### config.mk
export PLATFORM = sky130hd
export DESIGN_NAME = core_store_unit
export DESIGN_NICKNAME = d
export VERILOG_FILES = /design/src/rtl/core_store_unit_pkg.sv /design/src/rtl/core_store_unit_lane_gen.sv /design/src/rtl/core_store_unit.sv
export SDC_FILE = /design/constraint.sdc
export NUM_CORES = 1
export LEC_CHECK = 0
export BUFFER_PORTS_ARGS = -buffer_cell sky130_fd_sc_hd__buf_2
export CORE_MARGIN = 2
export CORE_UTILIZATION = 46
export DETAILED_ROUTE_END_ITERATION = 10
export HOLD_SLACK_MARGIN = 0.05
export PLACE_DENSITY = 0.77
export SYNTH_ARGS = -nofsm -noshare
export SYNTH_HDL_FRONTEND = slang
export SYNTH_SLANG_ARGS = --single-unit
### constraint.sdc
create_clock -name clk_i -period 1.7 [get_ports clk_i]
set_input_delay 0.085 -clock clk_i [delete_from_list [all_inputs] [get_ports clk_i]]
set_output_delay 0.085 -clock clk_i [all_outputs]
set_load 0.005 [all_outputs]
### src/rtl/core_store_unit_pkg.sv
// core_store_unit_pkg
// Shared defines for the load/store units: funct3 encodings for loads and
// stores, the store FSM state encoding and a couple of small helpers used
// when decoding a store request.
// No ports (package).

package core_store_unit_pkg;

    localparam int LANES = 4;

    // Load funct3 encodings (shared with the load unit)
    localparam logic [2:0] LOAD_LB  = 3'b000;
    localparam logic [2:0] LOAD_LH  = 3'b001;
    localparam logic [2:0] LOAD_LW  = 3'b010;
    localparam logic [2:0] LOAD_LBU = 3'b100;
    localparam logic [2:0] LOAD_LHU = 3'b101;

    // Store funct3 encodings
    localparam logic [2:0] STORE_SB = 3'b000;
    localparam logic [2:0] STORE_SH = 3'b001;
    localparam logic [2:0] STORE_SW = 3'b010;

    typedef enum logic [2:0] {
        ST_IDLE  = 3'd0,
        ST_REQ1  = 3'd1,
        ST_RESP1 = 3'd2,
        ST_REQ2  = 3'd3,
        ST_RESP2 = 3'd4
    } store_state_e;

    // Unshifted byte-lane mask for a store size; zero marks an illegal funct3.
    function automatic logic [LANES-1:0] store_base_mask(input logic [2:0] op);
        logic [LANES-1:0] m;
        case (op)
            STORE_SB: m = 4'b0001;
            STORE_SH: m = 4'b0011;
            STORE_SW: m = 4'b1111;
            default:  m = 4'b0000;
        endcase
        return m;
    endfunction

    function automatic logic store_op_legal(input logic [2:0] op);
        return (store_base_mask(op) != 4'b0000);
    endfunction

endpackage

### src/rtl/core_store_unit_lane_gen.sv
// core_store_lane_gen
// Combinational byte-lane generation for a store: builds the 7-bit lane
// mask (base mask shifted by the byte offset; bits [6:4] spill into the next
// word) and the lane-aligned write data (replicated value rotated left by
// one lane per byte of offset).
// Ports:
//   op        in   store funct3
//   offset    in   byte offset within the word (addr[1:0])
//   wdata     in   raw store data (rs2)
//   mask      out  7-bit lane mask, [3:0] first word, [6:4] second word
//   wdata_rot out  replicated and rotated write data

module core_store_lane_gen
    import core_store_unit_pkg::*;
#(
    parameter int DATA_WIDTH = 32
) (
    input  logic [2:0]            op,
    input  logic [1:0]            offset,
    input  logic [DATA_WIDTH-1:0] wdata,
    output logic [6:0]            mask,
    output logic [DATA_WIDTH-1:0] wdata_rot
);

    localparam int LANE_W = DATA_WIDTH / LANES;

    logic [DATA_WIDTH-1:0] rep;

    always_comb begin
        case (op)
            STORE_SB: rep = {4{wdata[LANE_W-1:0]}};
            STORE_SH: rep = {2{wdata[2*LANE_W-1:0]}};
            default:  rep = wdata;
        endcase
    end

    // Rotation keeps the replicated copies intact, so for SB/SH every lane
    // already holds the right bytes; only the byte enables pick them.
    always_comb begin
        case (offset)
            2'd1:    wdata_rot = {rep[DATA_WIDTH-LANE_W-1:0],   rep[DATA_WIDTH-1:DATA_WIDTH-LANE_W]};
            2'd2:    wdata_rot = {rep[DATA_WIDTH-2*LANE_W-1:0], rep[DATA_WIDTH-1:DATA_WIDTH-2*LANE_W]};
            2'd3:    wdata_rot = {rep[LANE_W-1:0],              rep[DATA_WIDTH-1:LANE_W]};
            default: wdata_rot = rep;
        endcase
    end

    assign mask = {3'b000, store_base_mask(op)} << offset;

endmodule

### src/rtl/core_store_unit.sv
// core_store_unit
// Store unit between the pipeline and a req/gnt/rvalid data memory port.
// Accepts SB/SH/SW in IDLE, issues one registered write request (two when a
// misaligned store is split) and pulses store_done_o on the final response.
// Optional build macro:
//   STORE_MISALIGNED_SPLIT_EN  split a word-crossing store into two accesses;
//                              when undefined such a store raises a one-cycle
//                              store_misaligned_o pulse and issues nothing.
// Ports:
//   clk_i, rstn_i        clock, async active-low reset
//   m_store_valid_i      store request present (held while busy)
//   m_STORE_op_i         funct3 (SB/SH/SW)
//   m_addr_i, m_wdata_i  byte address, rs2 value
//   store_busy_o         stall the pipeline
//   store_done_o         one-cycle completion pulse
//   store_misaligned_o   one-cycle misaligned-fault pulse
//   data_req_o/gnt_i/rvalid_i/we_o/be_o/addr_o/wdata_o  memory port
//
// state    | meaning
// ---------+------------------------------------------------
// IDLE     | waiting for a store; inputs sampled only here
// REQ1     | first (or only) access requested, awaiting gnt
// RESP1    | first access granted, awaiting rvalid
// REQ2     | second access of a split store, awaiting gnt
// RESP2    | second access granted, awaiting rvalid

module core_store_unit
    import core_store_unit_pkg::*;
#(
    parameter int DATA_WIDTH = 32
) (
    input  logic                  clk_i,
    input  logic                  rstn_i,
    input  logic                  m_store_valid_i,
    input  logic [2:0]            m_STORE_op_i,
    input  logic [DATA_WIDTH-1:0] m_addr_i,
    input  logic [DATA_WIDTH-1:0] m_wdata_i,
    output logic                  store_busy_o,
    output logic                  store_done_o,
    output logic                  store_misaligned_o,
    output logic                  data_req_o,
    input  logic                  data_gnt_i,
    input  logic                  data_rvalid_i,
    output logic                  data_we_o,
    output logic [3:0]            data_be_o,
    output logic [DATA_WIDTH-1:0] data_addr_o,
    output logic [DATA_WIDTH-1:0] data_wdata_o
);

`ifdef STORE_MISALIGNED_SPLIT_EN
    localparam bit SPLIT_EN = 1'b1;
`else
    localparam bit SPLIT_EN = 1'b0;
`endif

    store_state_e state_q, state_d;

    logic [6:0]            lane_mask;
    logic [DATA_WIDTH-1:0] lane_wdata;
    logic                  op_legal;
    logic                  misaligned;

    logic                  req_d;
    logic [3:0]            be_d;
    logic [DATA_WIDTH-1:0] addr_d;
    logic [DATA_WIDTH-1:0] wdata_d;
    logic                  done_d;
    logic                  mis_d;

`ifdef STORE_MISALIGNED_SPLIT_EN
    logic [2:0]            be_hi_q, be_hi_d;
`endif

    core_store_lane_gen #(
        .DATA_WIDTH (DATA_WIDTH)
    ) u_lane_gen (
        .op        (m_STORE_op_i),
        .offset    (m_addr_i[1:0]),
        .wdata     (m_wdata_i),
        .mask      (lane_mask),
        .wdata_rot (lane_wdata)
    );

    assign op_legal   = store_op_legal(m_STORE_op_i);
    assign misaligned = |lane_mask[6:4];

    // Gated by rstn_i so the stall drops immediately while reset is asserted.
    assign store_busy_o = rstn_i &&
                          ((state_q != ST_IDLE) ||
                           (m_store_valid_i && op_legal && (!misaligned || SPLIT_EN)));

    assign data_we_o = data_req_o;

    always_ff @(posedge clk_i or negedge rstn_i) begin
        if (!rstn_i) begin
            state_q <= ST_IDLE;
        end else begin
            state_q <= state_d;
        end
    end

    always_comb begin
        state_d = state_q;
        req_d   = data_req_o;
        be_d    = data_be_o;
        addr_d  = data_addr_o;
        wdata_d = data_wdata_o;
        done_d  = 1'b0;
        mis_d   = 1'b0;
`ifdef STORE_MISALIGNED_SPLIT_EN
        be_hi_d = be_hi_q;
`endif
        case (state_q)
            ST_IDLE: begin
                if (m_store_valid_i && op_legal) begin
                    if (misaligned && !SPLIT_EN) begin
                        mis_d = 1'b1;
                    end else begin
                        state_d = ST_REQ1;
                        req_d   = 1'b1;
                        be_d    = lane_mask[3:0];
                        addr_d  = {m_addr_i[DATA_WIDTH-1:2], 2'b00};
                        wdata_d = lane_wdata;
`ifdef STORE_MISALIGNED_SPLIT_EN
                        be_hi_d = lane_mask[6:4];
`endif
                    end
                end
            end
            ST_REQ1: begin
                if (data_gnt_i) begin
                    req_d   = 1'b0;
                    state_d = ST_RESP1;
                end
            end
            ST_RESP1: begin
                if (data_rvalid_i) begin
`ifdef STORE_MISALIGNED_SPLIT_EN
                    if (be_hi_q != 3'b000) begin
                        // Same rotated data; the high lanes land in the next word.
                        state_d = ST_REQ2;
                        req_d   = 1'b1;
                        be_d    = {1'b0, be_hi_q};
                        addr_d  = data_addr_o + DATA_WIDTH'(4);
                    end else begin
                        state_d = ST_IDLE;
                        done_d  = 1'b1;
                    end
`else
                    state_d = ST_IDLE;
                    done_d  = 1'b1;
`endif
                end
            end
`ifdef STORE_MISALIGNED_SPLIT_EN
            ST_REQ2: begin
                if (data_gnt_i) begin
                    req_d   = 1'b0;
                    state_d = ST_RESP2;
                end
            end
            ST_RESP2: begin
                if (data_rvalid_i) begin
                    state_d = ST_IDLE;
                    done_d  = 1'b1;
                end
            end
`endif
            default: begin
                state_d = ST_IDLE;
                req_d   = 1'b0;
            end
        endcase
    end

    always_ff @(posedge clk_i or negedge rstn_i) begin
        if (!rstn_i) begin
            data_req_o         <= 1'b0;
            data_be_o          <= 4'b0000;
            data_addr_o        <= '0;
            data_wdata_o       <= '0;
            store_done_o       <= 1'b0;
            store_misaligned_o <= 1'b0;
        end else begin
            data_req_o         <= req_d;
            data_be_o          <= be_d;
            data_addr_o        <= addr_d;
            data_wdata_o       <= wdata_d;
            store_done_o       <= done_d;
            store_misaligned_o <= mis_d;
        end
    end

`ifdef STORE_MISALIGNED_SPLIT_EN
    always_ff @(posedge clk_i or negedge rstn_i) begin
        if (!rstn_i) begin
            be_hi_q <= 3'b000;
        end else begin
            be_hi_q <= be_hi_d;
        end
    end
`endif

endmodule

==> flow_summary_export.csv <==
group,metric,value,unit
timing,relSlewSlack,57.31,%
timing,drv_slew,0,
outcome,status,"finished clean",
detailed_routing,vias,3987,
die,die_x,100.6,um
placement,pre_cts_slack,-0.01816,ns
placement,portBuffers,142,
critical_path,worstSetupEndpointType,"register",
detailed_routing,wirelength,12.34,mm
critical_path,crit_path_start,"state_q[1]$_DFFE_PN0P_",
detailed_routing,route.detailed.drc,0,
critical_path,critPathKind,"register to register",
synth,seq_area_frac_synth,41.38,%
clock_tree,cts_buffers,9,
timing,setup_slack,0.08165,ns
synth,synth-edff-count,0,
synth,synth_ff_type,"dfrtp_1",
die,core_area,9153,sq um
global_route,grt_pass1_vias,4012,
die,fp-row-count,35,
critical_path,cp.required,1.92,ns
timing,whs,0.1488,ns
timing,fin_setup_tns,0,ns
detailed_routing,first_pass_iters,4,
die,top_level_ports,145,
global_route,grt.total_usage,24.77,%
min_path,holdCritPathClass,"input pin to register",
critical_path,worstPathMaxFanout,23,
detailed_routing,wl_per_cell,17.84,um
synth,ys_warn_count,0,
detailed_routing,first_iter_violations,182,
power_and_ir_drop,finalPower,5.927,mW
layout,finalNetCount,648,
synth,ys_types,54,
timing,rsz0062_at_grt,"false",
timing,timing.final.crit_share,95.20,%
clock_tree,cts_sinks,71,
clock_tree,post_cts_buffers,0,
min_path,worstHoldStart,"m_addr_i[0]",
global_route,gr-total-overflow,0,
clock_tree,cts_max_level,3,
placement,place.gp.congestion,0.8989,
clock_tree,insertion_delay,0.34,ns
timing,timing.fmax,617.9,MHz
clock_tree,cts_tree,"built",
timing,setup_viol,0,
global_route,antenna_found_initial,0,
die,initial_core_util,46.92,%
die,die_h,100.6,um
critical_path,timing.rr.start,"state_q[1]$_DFFE_PN0P_",
clock_tree,cts_root_buf,"clkbuf_8",
detailed_routing,detail-route-antenna-nets,0,
global_route,grt_pass1_wl,19.80,mm
detailed_routing,via_per_inst,5.762,
layout,num_antenna_cells,0,
flow_run,drv_cap,0,
timing,hold_viol,0,
critical_path,cp-start-kind,"register",
timing,tightest_slew,0.6391,ns
clock_tree,clk_pin_slew,0.08,ns
synth,synth_seq_cells,71,
layout,drive_above_1_share,39.59,%
die,fp.dieArea,10120,sq um
synth,syn_inst,399,
timing,min_period,1.618,ns
power_and_ir_drop,p_leak,2.709,nW
clock_tree,clock_path_buffers,2,
placement,dp_hpwl,8.778,mm
critical_path,arrival,1.84,ns
synth,syn_area,4294,sq um
synth,syn-mean-instance-area,10.76,sq um
power_and_ir_drop,p_per_area,1025,nW/um^2
layout,area.growth.synth_to_final,34.62,%
synth,async_reset_ff_share,100.0,%
timing,final.setup_skew,0.01070,ns
global_route,grt_max_degree,72,
power_and_ir_drop,peakVddDrop,0.0005155,V
[timing repair]
| item | 4_1_cts | 5_1_grt |
|---|---|---|
| gates cloned | 0 | 0 |
| hold endpoints to repair | 105 | 0 |
| setup endpoints to repair | 32 | 46 |
| gates resized for setup | 1 | 2 |
| hold buffers | 33 | 0 |
| pin swaps | 0 | 0 |
[synthesized netlist by cell type (2+ instances only)]
library cell  count  share of area [%]
buf_6             6                1.6
o21ai_0          27                3.1
clkbuf_1         15                1.3
o311ai_1          2               0.41
o21ai_1          16                1.9
o311ai_0          5                1.0
buf_4             9                1.6
mux2_2           14                3.7
o41ai_1           3               0.61
buf_2             8               0.93
nor2b_1           3               0.44
o22ai_1           8                1.2
a31oi_1           3               0.44
buf_1             3               0.26
nand3_1           2               0.23
a21oi_1          12                1.4
nor2_1           15                1.3
o31ai_1          11                1.9
nand2b_1          2               0.29
or2_2             8                1.2
nand2_1          24                2.1
inv_1            10               0.87
dfrtp_1          71                 41
mux2_1           38                 10
a32o_1            7                1.6
mux4_2            8                4.2
a21boi_0          2               0.35
o311a_1           2               0.47
or4b_1            6                1.4
nor2_4            2               0.52
and2_1            2               0.29
o221ai_1          8                1.6
mux2i_1          26                6.1
[stage by stage]
stage | utilization [%] | instances | cell area [sq um]
final | 63.16 | 692 | 5781
after global routing | 63.16 | 692 | 5781
after CTS | 63.05 | 692 | 5771
after detailed placement | 57.25 | 643 | 5240
after global placement | 57.25 | 643 | 5240
after floorplan | - | 400 | 4298
[flip-flops by register name, indices dropped and copies added (netlist names)]
signal / count
data_be_o: 4
data_wdata_o: 32
state_q: 2
store_done_o: 1
store_misaligned_o: 1
data_addr_o: 30
data_req_o: 1
[cells by family (layout without fill, tap and decap cells)]
| kind of cell | Yosys count | in the layout | synth area share, % |
|---|---|---|---|
| muxes | 86 | 86 | 23.89 |
| buffers and inverters | 51 | 232 | 6.527 |
| other | 1 | 2 | 0.08733 |
| AOI/OAI and AO/OA | 113 | 113 | 17.75 |
| and+or+nand+nor | 77 | 77 | 10.37 |
| DFF | 71 | 71 | 41.38 |
[cells in the final DEF (no fill, tap or decap), types with 2 or more instances in the layout]
cell           instances
a32o_1                 7
mux4_2                 8
o41ai_1                3
mux2_2                14
buf_2                141
o311a_1                2
nand2b_1               2
o221ai_1               8
buf_12                 8
dfrtp_1               71
buf_4                 24
or4b_1                 6
nor2_1                14
a21boi_0               2
o311ai_0               5
a21oi_1               12
mux2i_1               26
clkbuf_8               9
nor2b_1                3
o31ai_1               11
inv_1                 10
o311ai_1               2
nor2_4                 3
mux2_1                38
a31oi_1                3
and2_1                 2
dlygate4sd3_1         33
conb_1                 2
o21ai_1               16
or2_2                  8
o22ai_1                8
nand2_1               24
o21ai_0               27
clkinv_4               3
[layout make-up]
class                      instances  area, sq um
clock buffer                      10        127.6
clock inverter                     6        70.07
fill                             757         3372
inverter                          10        37.54
multi-input combinational        278         2253
sequential                        71         1777
tap                              111        138.9
timing repair buffer             206         1376
[worst max-delay path, stage by stage, from the launching register on]
cell and delay [ns]:
dfrtp_1 0.46, nor2_4 0.17, nand3_2 0.11, nor2_4 0.20, buf_12 0.21, mux2_1 0.35
[where the power goes]
group          switching [mW]  leakage [nW]  internal, mW
Combinational           0.948          1.74          1.06
Clock                   0.687         0.101         0.689
Sequential              0.283         0.866          2.26
[routing by layer]
metal	routed length (um)	global-route usage [%]
met4	276	8.957
met2	5952	41.59
met5	0	0
met3	838	4.022
met1	5275	32.35
[worst paths after layout]
path                                                end  slack (ns)  cells past startpoint
setup / recovery            data_addr_o[29]$_DFFE_PN0P_        0.08                      5
hold / removal                 data_be_o[0]$_DFFE_PN0P_        0.15                      3
setup reg to reg            data_addr_o[29]$_DFFE_PN0P_        0.08                      5
hold reg to reg             data_addr_o[19]$_DFFE_PN0P_        0.49                      1
max in group asynchronous  data_wdata_o[15]$_DFFE_PN0P_        1.05                      3
min in group asynchronous    data_addr_o[3]$_DFFE_PN0P_        0.32                      3
Note: power is estimated with default switching activity, not from simulation.
